$ cat src/rtl/db2_3_gen_pkg.sv
// Shared constants for the bias/weight delta generators: Q6.10 fixed-point
// format, saturation limits and the common generator state encoding.
package db2_3_gen_pkg;

  // Q6.10 fixed-point format
  localparam int FX_FRAC = 10;
  localparam int DATA_W  = 16;

  localparam logic signed [DATA_W-1:0] SAT_MAX = 16'sh7FFF;
  localparam logic signed [DATA_W-1:0] SAT_MIN = 16'sh8000;

  // Generator FSM encoding, shared by the db*/dw* generators
  localparam logic [1:0] IDLE  = 2'd0;
  localparam logic [1:0] ACCUM = 2'd1;
  localparam logic [1:0] SCALE = 2'd2;
  localparam logic [1:0] ISSUE = 2'd3;

endpackage : db2_3_gen_pkg

$ cat src/rtl/fx_sat16.sv
// Combinational saturation of a wide signed value to 16-bit Q6.10.
// The value fits exactly when every bit from the MSB down to bit 15 agrees.
module fx_sat16
  import db2_3_gen_pkg::*;
#(
  parameter int IN_W = 34
) (
  input  logic [IN_W-1:0]   din,
  output logic [DATA_W-1:0] dout
);

  logic [IN_W-DATA_W:0] hi;

  assign hi = din[IN_W-1:DATA_W-1];

  // Pass through when in range, otherwise clamp toward the sign of din
  always_comb begin
    // NOTE: dout gets a default first so every path assigns it and no latch is inferred.
    dout = din[DATA_W-1:0];
    if (!((&hi) || !(|hi))) begin
      dout = din[IN_W-1] ? SAT_MIN : SAT_MAX;
    end
  end

endmodule : fx_sat16

$ cat src/rtl/db2_3_gen.sv
// Delta-bias generator for bias 2_3: accumulates a batch of error terms,
// scales the sum by the learning rate, negates, saturates and issues the
// result with a one-cycle select_update strobe.
module db2_3_gen
  import db2_3_gen_pkg::*;
#(
  parameter int LOG2_BATCH = 2,
  parameter int FRAC       = FX_FRAC
) (
  input  logic        clk,
  input  logic        reset,
  input  logic        start,
  input  logic [15:0] delta2_3,
  input  logic        delta_valid,
  input  logic [15:0] lr,
  output logic [15:0] db2_3,
  output logic        select_update,
  output logic        busy
);

  localparam int BATCH  = 1 << LOG2_BATCH;
  localparam int ACC_W  = DATA_W + LOG2_BATCH;
  localparam int PROD_W = 2 * DATA_W + LOG2_BATCH;
  localparam int CNT_W  = LOG2_BATCH + 1;
  // Dividing by BATCH (mean) and by 2^FRAC (product rescale) in one shift
  localparam int SHIFT  = FRAC + LOG2_BATCH;

  logic [1:0]               state;
  logic signed [ACC_W-1:0]  acc;
  logic [CNT_W-1:0]         count;
  logic signed [PROD_W-1:0] prod;
  logic signed [PROD_W-1:0] quot;
  logic signed [PROD_W-1:0] neg;
  logic [DATA_W-1:0]        sat_val;
  logic [DATA_W-1:0]        db_hold;

  // Floor shift first, then negate: -tiny rounds to +1 LSB, +tiny to 0
  assign quot = prod >>> SHIFT;
  assign neg  = -quot;

  fx_sat16 #(
    .IN_W (PROD_W)
  ) u_sat (
    .din  (neg),
    .dout (sat_val)
  );

  // FSM, accumulator, product register and held output value
  always_ff @(posedge clk) begin
    // NOTE: non-blocking assignments keep every register sampling pre-edge values.
    if (reset) begin
      state   <= IDLE;
      acc     <= '0;
      count   <= '0;
      prod    <= '0;
      db_hold <= '0;
    end else begin
      case (state)
        IDLE: begin
          if (start) begin
            acc   <= '0;
            count <= '0;
            state <= ACCUM;
          end
        end
        ACCUM: begin
          if (start) begin
            acc   <= '0;
            count <= '0;
          end else if (delta_valid) begin
            acc   <= acc + ACC_W'($signed(delta2_3));
            count <= count + CNT_W'(1);
            if (count == CNT_W'(BATCH - 1)) begin
              state <= SCALE;
            end
          end
        end
        SCALE: begin
          prod  <= PROD_W'(acc) * PROD_W'($signed(lr));
          state <= ISSUE;
        end
        ISSUE: begin
          db_hold <= sat_val;
          state   <= IDLE;
        end
        default: state <= IDLE;
      endcase
    end
  end

  assign busy          = (state != IDLE);
  assign select_update = (state == ISSUE);
  assign db2_3         = select_update ? sat_val : db_hold;

endmodule : db2_3_gen

$ cat config.mk
export PLATFORM = sky130hd
export DESIGN_NAME = db2_3_gen
export DESIGN_NICKNAME = d
export VERILOG_FILES = /design/src/rtl/db2_3_gen_pkg.sv /design/src/rtl/fx_sat16.sv /design/src/rtl/db2_3_gen.sv
export SDC_FILE = /design/constraint.sdc
export NUM_CORES = 1
export LEC_CHECK = 0
export CAP_MARGIN = 10
export CORE_AREA = 3 3 166 168
export DETAILED_ROUTE_END_ITERATION = 10
export DIE_AREA = 0 0 169 171
export PLACE_DENSITY = 0.72
export REMOVE_ABC_BUFFERS = 1
export SLEW_MARGIN = 10
export SYNTH_ARGS = -nofsm -noshare
export SYNTH_HDL_FRONTEND = slang
export SYNTH_SLANG_ARGS = --single-unit
$ cat constraint.sdc
create_clock -name clk -period 15.3 [get_ports clk]
set_clock_uncertainty 0.2 [all_clocks]
set_input_delay 3.825 -clock clk [delete_from_list [all_inputs] [get_ports clk]]
set_output_delay 3.825 -clock clk [all_outputs]
set_load 0.1 [all_outputs]
* Yosys cells after proc, flatten, opt, wreduce, memory -nomap -nowiden
Index checks and enable logic that the tools add are counted.
** Word-level totals
- Bits in registers :: 73
- Bits of input ports :: 36
- Output and inout bits :: 18
- Word-level logic and storage cells :: 43
** Cells by class
- Add/sub/neg operators :: 3
- Multiply operators :: 1
- Equality and inequality tests :: 9
- Mux-type cells :: 16
- Reductions and logical operators :: 9
** Operators with widths (number)
- $mux W18 :: 3
- $mux W16 :: 3
- $pmux W18 S2 :: 1
- $mul A18 B16 Y34 :: 1
- $neg A22 Y34 :: 1
- $reduce_and A19 Y1 :: 1
- $reduce_or A19 Y1 :: 1
- $add A18 B16 Y18 :: 1
- $mux W3 :: 3
- $mux W2 :: 4
- $ne A2 B2 Y1 const B :: 4
- $pmux W2 S4 :: 1
- $pmux W3 S2 :: 1
- $eq A2 B2 Y1 const B :: 2
- $reduce_and A4 Y1 :: 1
- $reduce_bool A2 Y1 :: 2
- $add A3 B1 Y3 const B :: 1
- $eq A3 B2 Y1 const B :: 1
- $ne A3 B3 Y1 const B :: 1
- $reduce_and A3 Y1 :: 1
- $eq A2 B1 Y1 const B :: 1
- $logic_not A2 Y1 :: 1
- $logic_not A1 Y1 :: 1
- $logic_or A1 B1 Y1 :: 1

* Logic depth before layout (Yosys ltp)
- Depth in word-level cells :: 6
- Gate-level depth with buffers :: 23
- Gate-level depth less buffers :: 22

* Modules after synthesis
A second synthesis with hierarchy kept.
** Second synthesis, totals
- Cells, all modules :: 1547
- Area, all modules :: 14129.8 µm²
** By module, submodules not included
- db2_3_gen :: instances 1, cells each 1514, area each 13868.3 µm², seq. area each 1221.2 µm²
- fx_sat16 :: instances 1, cells each 33, area each 261.5 µm², seq. area each 0.0 µm²

* Least setup slack after synthesis
OpenSTA, ideal clock, no wires.
- Path type :: input to register
- Start point :: input lr[1]
- End point :: register prod[26]
- Library setup time :: 0.060 ns
- Arrival :: 9.836 ns
- Required time :: 15.040 ns
- Setup slack :: 5.203 ns
- Cell stages on the path :: 21
- Path buffers :: 2
- Cells stage by stage :: clkbuf_1 clkbuf_1 nand2_1 fa_1 fa_1 fa_1 inv_1 fa_1 fa_1 inv_1 fa_1 inv_1 ha_1 o21a_1 nor2_1 or4b_1 a211o_1 a21oi_1 o21ai_0 a2111oi_0 a311o_1
** Between the ends
- Longest elaborated chain between the ends :: 1
** RTL lines
- start, declared :: line db2_3_gen.sv:15 : input logic [15:0] lr,
- $mul A18 B16 Y34 :: line db2_3_gen.sv:79 : prod <= PROD_W'(acc) * PROD_W'($signed(lr));
- end signal, assigned :: line db2_3_gen.sv:79
- end, declared :: line db2_3_gen.sv:31 : logic signed [PROD_W-1:0] prod;
Every way passes these cells.
A chain may end at the register's enable or synchronous reset.

* Final worst setup path
Same ends and word-level chain as after synthesis.

==> summary.md <==
| Metric | Value |
|---|---|
| Drt total wl | `32700 um` |
| Top_reg_cell synth | `dfxtp_1` |
| Slew @ Worst Pin | `1.10 ns` |
| Crit path depth | `20` |
| Worst Setup SP | `lr[1]` |
| Crit path max-delay family | `adder cells` |
| Slew margin rel. | `26.5%` |
| F_max | `92.0 MHz` |
| Synth Warn # | `0` |
| Area of the multi-input gates | `11600 sq um` |
| Clock root cell | `clkbuf_16` |
| Initial core utilization | `55.2%` |
| CTS tree | `built` |
| Setup crit end kind | `flop` |
| CP dominant cell by count | `fa_1` |
| PD cells | `106 nW/um^2` |
| Total global routing overflow | `0` |
| Post-cts resize count | `0` |
| Register area | `1220 sq um` |
| Final setup vio count | `0` |
| Drt wl/cell | `16.8 um` |
| Clock sinks | `61` |
| Commonest non-fill, non-tap cell in the layout | `inv_1` |
| R2R cell count | `19` |
| Hold slack | `0.297 ns` |
| Register area share after synthesis | `8.49%` |
| Critical Path Slowest Stage Cell | `clkdlybuf4s50_1` |
| CP Capture Point | `prod[26]` |
| Die width | `169 um` |
| Worst hold path depth | `2` |
| Hold_sp | `prod[25]` |
| Async S/R FF share, synth | `0%` |
| Final std cells w/o fill | `1944` |
| Lkg Pwr | `7.61 nW` |
| Inst Count DP | `1928` |
| Status | `finished, final reports clean` |
| Post-synth cell types | `72` |
| Crit path DAT | `10.97 ns` |
| Port Buf Inserts | `53` |
| H-tree levels | `3` |
| Beginning of the worst register-to-register path | `acc[9]` |
| Vias per cell | `5.59` |
| Kind of start point of the critical path | `primary input` |
| Crit path kind | `in -> reg` |
| Post-synthesis average cell area | `8.98 sq um` |
| Worst-path maximum fanout | `18` |
| Worst-skew pair later-pin latency | `0.35 ns` |
| Die area | `28900 sq um` |
| Fin Setup TNS | `0 ns` |
| Pin count of the biggest net entering global routing | `63` |
| Placer Congestion | `0.867` |
| Peak supply drop | `0.122 mV` |
| Final Hold Fails | `0` |
| DP Wirelength | `26500 um` |
| Most frequent cells in the layout | `337 x inv_1, 290 x fa_1, 171 x nand2_1, 139 x and2_1, 107 x ha_1` |
| Unrepaired setup endpoints after global routing | `false` |
| Syn Std Cell Area | `14400 sq um` |
| Max_cap viols | `0` |
| Vias | `10874` |
| Fin crit period | `10.87 ns` |
| Longest Clk Path Bufs | `2` |
| Total CTS buffers | `9` |
| Worst-path clk slew | `0.07 ns` |
| Final ANT Viol Nets | `0` |
| Initial antenna violation count | `1` |
| Fraction of layout cells with a size suffix above 1 | `3.42%` |
| Area grow syn2layout | `7.03%` |
| Drt first pass iters | `5` |
| # nets final | `2037` |
| Die Y | `171 um` |
| Setup Fix Bufs, Post-CTS | `0` |
| CP Cell Sequence | `clkdlybuf4s50_1, nand2_1, fa_1, fa_1, fa_1, inv_1, fa_1, fa_1, inv_1, fa_1, inv_1, ha_1, o21a_1, nor2_1, or4b_1, a211o_1, a21oi_1, o21ai_0, a2111oi_0, a311o_1` |
| Final period util | `71.1%` |
| Worst stage delay on the critical path | `0.96 ns` |
| Worst hold path class | `reg -> reg` |
| Synth Register Bits | `61` |
| Core area | `26100 sq um` |
| # diodes | `0` |
| # IOs | `54` |
| First-pass GRT wire length | `56600 um` |
| Synth Instances | `1602` |
| Residual DRC | `0` |
| Data required, critical path | `15.40 ns` |
| Placement Rows | `59` |
| Detailed Route Iter0 Violations | `635` |
| Pins Over Slew Limit | `0` |
| CP Buf/Inv Count | `4` |
| CTS Hold Bufs | `0` |
| Number of flops mapped to enable cells by yosys | `0` |
| Gr usage total | `24.3%` |
| Fillers | `2314` |
| R2r setup slk | `8.08 ns` |
| Reg2reg end | `prod[26]` |
| Vias in the first global route | `11909` |
-- power breakdown --
part | leakage (nW) | total (mW) | internal, mW | switching (mW)
clock network | 0.143 | 0.218 | 0.127 | 0.0914
registers | 0.493 | 0.237 | 0.189 | 0.0484
logic | 6.97 | 1.18 | 0.448 | 0.733
total | 7.61 | 1.64 | 0.764 | 0.873
-- Yosys cell counts, drive strengths merged, types with 22 or more instances --
master	instances	share of area, %
nand2b	22	0.96
nand3	23	0.80
clkbuf	57	1.5
nand2	171	4.5
fa	290	40
a21oi	35	1.2
and2	139	6.0
dfxtp	61	8.5
inv	337	8.8
xnor2	32	1.9
ha	107	9.3
nor2	61	1.6
-- cell families after synthesis --
kind of cell	Yosys count	share of synthesized area, %
simple gates	494	17.7
fa+ha+maj	397	49.7
buf+inv	407	10.8
flops	61	8.49
xor+xnor	48	2.92
mux	12	0.844
compound gates	183	9.57
-- worst reg2reg max path, cell delays in order (launching register included) --
cell       delay [ns]
dfxtp_1          0.85
nand2_1          0.17
fa_1             0.54
fa_1             0.48
fa_1             0.56
inv_1            0.06
fa_1             0.48
fa_1             0.49
inv_1            0.05
fa_1             0.47
inv_1            0.04
ha_1             0.35
o21a_1           0.15
nor2_1           0.04
or4b_1           0.57
a211o_1          0.33
a21oi_1          0.42
o21ai_0          0.28
a2111oi_0        0.47
a311o_1          0.17
-- sequential cells by signal (all words and copies together) (netlist names) --
| name | cells |
|---|---|
| state | 2 |
| count | 3 |
| acc | 18 |
| prod | 22 |
| db_hold | 16 |
-- cell type report --
class	count	area share (%)
multi-input cells	1134	75.4
clock inverters	7	0.488
inverters	339	8.27
clock buffers	9	1.46
flip-flops and latches	61	7.93
repair buffers	59	3.71
well taps	335	2.72
-- layer usage --
layer,global-route usage (%),routed length (um),vias up
met5,0,0,-
met2,44.3,16900,286
li1,-,-,4995
met4,11.2,1550,0
met1,29.1,12700,5513
met3,2.47,1450,80
-- how the worst min path moves through the flow --
stage                           to  slack [ns]
after CTS                 prod[25]        0.30
after detailed placement  prod[25]        0.28
after global routing      prod[23]        0.33
after floorplan           prod[25]        0.24
after global placement    count[2]        0.26
final                     prod[25]        0.30
-- through the flow --
| stage | util (%) | power [mW] | area (sq um) | setup slack (ns) |
|---|---|---|---|---|
| floorplan | - | 1.15 | 14100 | 5.63 |
| global placement | 57.9 | 1.39 | 15100 | 4.31 |
| detailed placement | 57.9 | 1.42 | 15100 | 4.13 |
| CTS | 59.1 | 1.65 | 15400 | 4.47 |
| global route | 59.1 | 1.80 | 15400 | 4.02 |
| finish | 59.1 | 1.64 | 15400 | 4.43 |
(Power assumes the default switching activity.)
